**config.mk**
```make
export PLATFORM = sky130hd
export DESIGN_NAME = sync_fifo_param
export DESIGN_NICKNAME = d
export VERILOG_FILES = /design/src/rtl/sync_fifo_param.sv
export SDC_FILE = /design/constraint.sdc
export NUM_CORES = 1
export LEC_CHECK = 0
export CAP_MARGIN = 20
export CELL_PAD_IN_SITES_DETAIL_PLACEMENT = 1
export CELL_PAD_IN_SITES_GLOBAL_PLACEMENT = 2
export CORE_ASPECT_RATIO = 0.75
export CORE_MARGIN = 1
export CORE_UTILIZATION = 49
export CTS_CLUSTER_SIZE = 30
export DETAILED_ROUTE_END_ITERATION = 10
export GPL_TIMING_DRIVEN = 0
export PLACE_DENSITY = 0.91
export RECOVER_POWER = 100
export SKIP_LAST_GASP = 1
export SYNTH_ARGS = -nofsm -noshare
export SYNTH_HDL_FRONTEND = slang
export SYNTH_SLANG_ARGS = --single-unit
export TNS_END_PERCENT = 5
```
**constraint.sdc**
```tcl
create_clock -name clk -period 5.8 [get_ports clk]
set_input_delay 1.16 -clock clk [delete_from_list [all_inputs] [get_ports clk]]
set_output_delay 1.16 -clock clk [all_outputs]
set_load 0.005 [all_outputs]
```
**src/rtl/sync_fifo_param.sv**
```systemverilog
// sync_fifo_param: parametrised single-clock FIFO with occupancy flags, optional FWFT read, flush and sticky error flags
module sync_fifo_param #(
  parameter int WIDTH     = 8,
  parameter int DEPTH     = 16,
  parameter int AF_THRESH = DEPTH - 2,
  parameter int AE_THRESH = 2,
  parameter int FWFT      = 0
) (
  input  logic                     clk,
  input  logic                     rst_n,
  input  logic                     clr_i,
  input  logic                     wr_en_i,
  input  logic [WIDTH-1:0]         wr_data_i,
  input  logic                     rd_en_i,
  output logic [WIDTH-1:0]         rd_data_o,
  output logic                     rd_valid_o,
  output logic                     full_o,
  output logic                     empty_o,
  output logic                     almost_full_o,
  output logic                     almost_empty_o,
  output logic [$clog2(DEPTH):0]   count_o,
  output logic                     overflow_o,
  underflow_o
);
  localparam int AW = $clog2(DEPTH);
  localparam int PW = AW + 1;

  if (DEPTH < 2 || (DEPTH & (DEPTH - 1)) != 0) begin : g_bad_depth
    $error("sync_fifo_param: DEPTH must be a power of two >= 2");
  end
  if (AF_THRESH < 1 || AF_THRESH > DEPTH || AE_THRESH < 0 || AE_THRESH > DEPTH - 1) begin : g_bad_thresh
    $error("sync_fifo_param: threshold out of range");
  end

  logic [WIDTH-1:0] mem [DEPTH];
  logic [PW-1:0]    wptr_q, wptr_d, rptr_q, rptr_d, count_q, count_d;
  logic             ovf_q, ovf_d, unf_q, unf_d, rd_valid_q, rd_valid_d;
  logic [WIDTH-1:0] rd_data_q, rd_data_d;
  logic             rd_acc, wr_acc;
  logic [WIDTH-1:0] head;

  assign head           = mem[rptr_q[AW-1:0]];
  assign full_o         = count_q == PW'(DEPTH);
  assign empty_o        = count_q == '0;
  assign almost_full_o  = count_q >= PW'(AF_THRESH);
  assign almost_empty_o = count_q <= PW'(AE_THRESH);
  assign count_o        = count_q;
  assign overflow_o     = ovf_q;
  assign underflow_o    = unf_q;
  assign rd_valid_o     = (FWFT != 0) ? ~empty_o : rd_valid_q;
  assign rd_data_o      = (FWFT != 0) ? (empty_o ? '0 : head) : rd_data_q;

  // accept logic and next state; flush overrides any request in the same cycle
  always_comb begin
    rd_acc     = rd_en_i & ~empty_o;
    wr_acc     = wr_en_i & (~full_o | rd_acc);
    wptr_d     = clr_i ? '0 : wptr_q + PW'(wr_acc);
    rptr_d     = clr_i ? '0 : rptr_q + PW'(rd_acc);
    count_d    = clr_i ? '0 : count_q + PW'(wr_acc) - PW'(rd_acc);
    ovf_d      = ~clr_i & (ovf_q | (wr_en_i & ~wr_acc));
    unf_d      = ~clr_i & (unf_q | (rd_en_i & ~rd_acc));
    rd_valid_d = ~clr_i & rd_acc;
    rd_data_d  = (~clr_i & rd_acc) ? head : rd_data_q;
  end

  // control state with asynchronous reset
  always_ff @(posedge clk or negedge rst_n) begin
    if (!rst_n) begin
      wptr_q     <= '0;
      rptr_q     <= '0;
      count_q    <= '0;
      ovf_q      <= 1'b0;
      unf_q      <= 1'b0;
      rd_valid_q <= 1'b0;
      rd_data_q  <= '0;
    end else begin
      wptr_q     <= wptr_d;
      rptr_q     <= rptr_d;
      count_q    <= count_d;
      ovf_q      <= ovf_d;
      unf_q      <= unf_d;
      rd_valid_q <= rd_valid_d;
      rd_data_q  <= rd_data_d;
    end
  end

  // storage array, not reset, written only by an accepted write
  always_ff @(posedge clk) begin
    if (rst_n && wr_acc && !clr_i) mem[wptr_q[AW-1:0]] <= wr_data_i;
  end
endmodule
```
==> results.json <==
{
  "status": "finished, violations left",
  "violations": "max-capacitance violations, max-slew violations",
  "die_y_um": 99.2,
  "numCtsBuffers": 17,
  "antenna_left": 0,
  "syn_to_final_growth_pct": 18.7,
  "rows": 35,
  "wl_per_cell_um": 26.6,
  "drv_cap": 2,
  "critical_path_cell_count": 4,
  "arrival_ps": 4340,
  "tightest_slew_ps": 1790,
  "finalMaxSlewViolations": 18,
  "grt_max_degree": 17,
  "worstHoldPathCells": 2,
  "netlist_instances": 325,
  "rsz0062_at_grt": "false",
  "cts_tree": "built",
  "setup_violations": 0,
  "grt_pass1_vias": 3580,
  "pin_count": 33,
  "vias_per_cell": 6.05,
  "placement.io_buffers": 32,
  "vias": 3394,
  "start_kind": "input port",
  "cts_resized": 0,
  "h-tree-depth": 4,
  "rr_worst_depth": 8,
  "yosysSeqAreaShare_pct": 72.0,
  "synth_enable_flop_cells": 128,
  "dr.pass1.iters": 6,
  "p_leak_uw": 0.00251,
  "r2r_slack_ps": 2210,
  "synth.net_count": 353,
  "crit_path_max_fanout": 13,
  "root_buffer": "clkbuf_16",
  "syn_area_per_cell_um2": 19.0,
  "fin_tns_setup_ps": 0,
  "period_minus_slack_ps": 4320,
  "clkTransAtPathRegs_ps": 60,
  "nets": 410,
  "ys_warn_count": 0,
  "fin_util_pct": 59.8,
  "critPathSlowestCell": "nor3b_1",
  "ys_dominant_reg_cell": "edfxtp_1",
  "cts.sinks": 152,
  "power_density_mw_per_mm2": 425,
  "end_kind": "flop",
  "die_w_um": 132,
  "antenna_found_initial": 0,
  "post-cts-setup-buffers": 0,
  "yosysUniqueCellTypes": 36,
  "crit_buf_inv": 1,
  "grt.total_usage_pct": 24.9,
  "dp_hpwl_um": 9560,
  "maxSlewHeadroom_pct": -19.7,
  "layout-drive-gt1-share_pct": 18.5,
  "report.final.hold_viol_count": 0,
  "core_area_mm2": 0.0123,
  "synth-seq-cells": 152,
  "die-area_mm2": 0.0131,
  "final_common_cell": "edfxtp_1",
  "drc": 0,
  "clk_latency_ps": 430,
  "worstSetupPathType": "in2reg",
  "placed_area_mm2": 0.00679,
  "async_flop_share_pct": 15.8,
  "drt_wl_total_um": 14900,
  "fin_skew_ps": 9.04,
  "layout_common_cells": "edfxtp_1 (128), mux4_2 (31), dlygate4sd3_1 (31)",
  "grt_first_pass_wirelength_um": 22700,
  "critPathTopFamily": "simple AND/OR/NAND/NOR gates",
  "fmax_ghz": 0.231,
  "clk_path_buf_depth": 2,
  "syn_area_mm2": 0.00618,
  "hp-class": "reg2reg",
  "hold_buffers": 0,
  "n_antenna_cell": 0,
  "initial_core_util_pct": 50.4,
  "path_cells": "dlygate4sd3_1 > nor2b_1 > nand4_1 > nor3b_1",
  "timing.final.crit_share_pct": 74.6,
  "ir_drop_mv": 0.220,
  "stdcell_area_mm2": 0.00733,
  "drt_iter0_markers": 292,
  "required_ps": 5820,
  "gp_congestion": 0.765,
  "slowest_delay_ps": 1460,
  "grt-ovfl-total": 0
}
==> per-stage QoR <==
step	total power (uW)	std cells	hold WS, ps	worst slack, ps
floorplan	1710	325	486	3020
global placement	1960	523	480	626
detailed placement	2000	529	501	1490
CTS	3160	561	519	1930
global route	3230	561	552	1280
finish	3120	561	502	1480
==> Yosys cell counts (2+ instances only) <==
master | n | area share, %
buf_6 | 3 | 0.55
nand2_1 | 6 | 0.36
a221o_1 | 7 | 1.1
mux4_2 | 31 | 11
mux4_1 | 2 | 0.85
or3_1 | 3 | 0.30
mux2_2 | 8 | 1.5
nor2b_1 | 7 | 0.71
clkbuf_1 | 6 | 0.36
mux2i_1 | 7 | 1.1
inv_1 | 10 | 0.61
nand3b_1 | 5 | 0.61
buf_1 | 2 | 0.12
a21oi_1 | 5 | 0.41
ha_1 | 14 | 2.8
nor4_1 | 4 | 0.41
o21ai_0 | 3 | 0.24
nor3b_1 | 2 | 0.24
buf_2 | 2 | 0.16
edfxtp_1 | 128 | 62
xnor2_1 | 2 | 0.28
dfrtp_1 | 24 | 9.7
nor2_1 | 26 | 1.6
xor2_1 | 4 | 0.57
nand3_1 | 3 | 0.24
==> per-layer routing <==
layer / vias to the layer above / GRT usage (%) / share of wire, %
li1: 1402 / - / -
met1: 1815 / 34.3 / 43
met2: 150 / 39.8 / 49
met3: 27 / 5.40 / 6.2
met4: 0 / 8.77 / 1.6
met5: - / 0 / 0
==> area by class of cell <==
class	count	area, um2
well taps	166	208
fillers	1082	4930
repair buffers	38	343
clock buffers	20	437
multi-input cells	149	1610
plain buffers	14	77.6
clock inverters	12	175
inverters	10	37.5
flip-flops and latches	152	4440
==> state kept, by name, indices dropped and copies added (netlist names) <==
signal and cells:
count_o 5, mem 128, overflow_o 1, rd_data_o 8, rd_valid_o 1, rptr_q 4, underflow_o 1, wptr_q 4
==> worst min-delay path: cells and delay by family, from the launching register on <==
| kind | cells | cell delay, ps |
|---|---|---|
| flip-flops | 1 | 330 |
| AND/OR/NAND/NOR | 1 | 80 |
| AO/OA/AOI/OAI | 1 | 40 |
==> worst paths after layout <==
check / start / to
setup / recovery: rst_n / mem[11][2]$_DFFE_PP_
hold / removal: underflow_o$_DFF_PN0_ / underflow_o$_DFF_PN0_
setup reg to reg: count_o[2]$_DFF_PN0_ / mem[11][2]$_DFFE_PP_
hold reg to reg: underflow_o$_DFF_PN0_ / underflow_o$_DFF_PN0_
max in group asynchronous: rst_n / rd_data_o[1]$_DFFE_PN0P_
min in group asynchronous: rst_n / rptr_q[1]$_DFF_PN0_
==> cells by family after synthesis <==
group           share of synthesized area [%]
flops                                    72.0
simple gates                             5.35
xor+xnor                                0.851
fa+ha+maj                                3.16
compound gates                           2.01
buf+inv                                  1.92
mux                                      14.7
==> where the power goes <==
part	internal, uW	total, uW	switching, uW	leakage, uW
clock network	720	1160	444	0.000292
logic	338	650	311	0.000750
registers	1240	1310	61.3	0.00147
total	2300	3120	817	0.00251
Power figures use the tool's default switching activity.
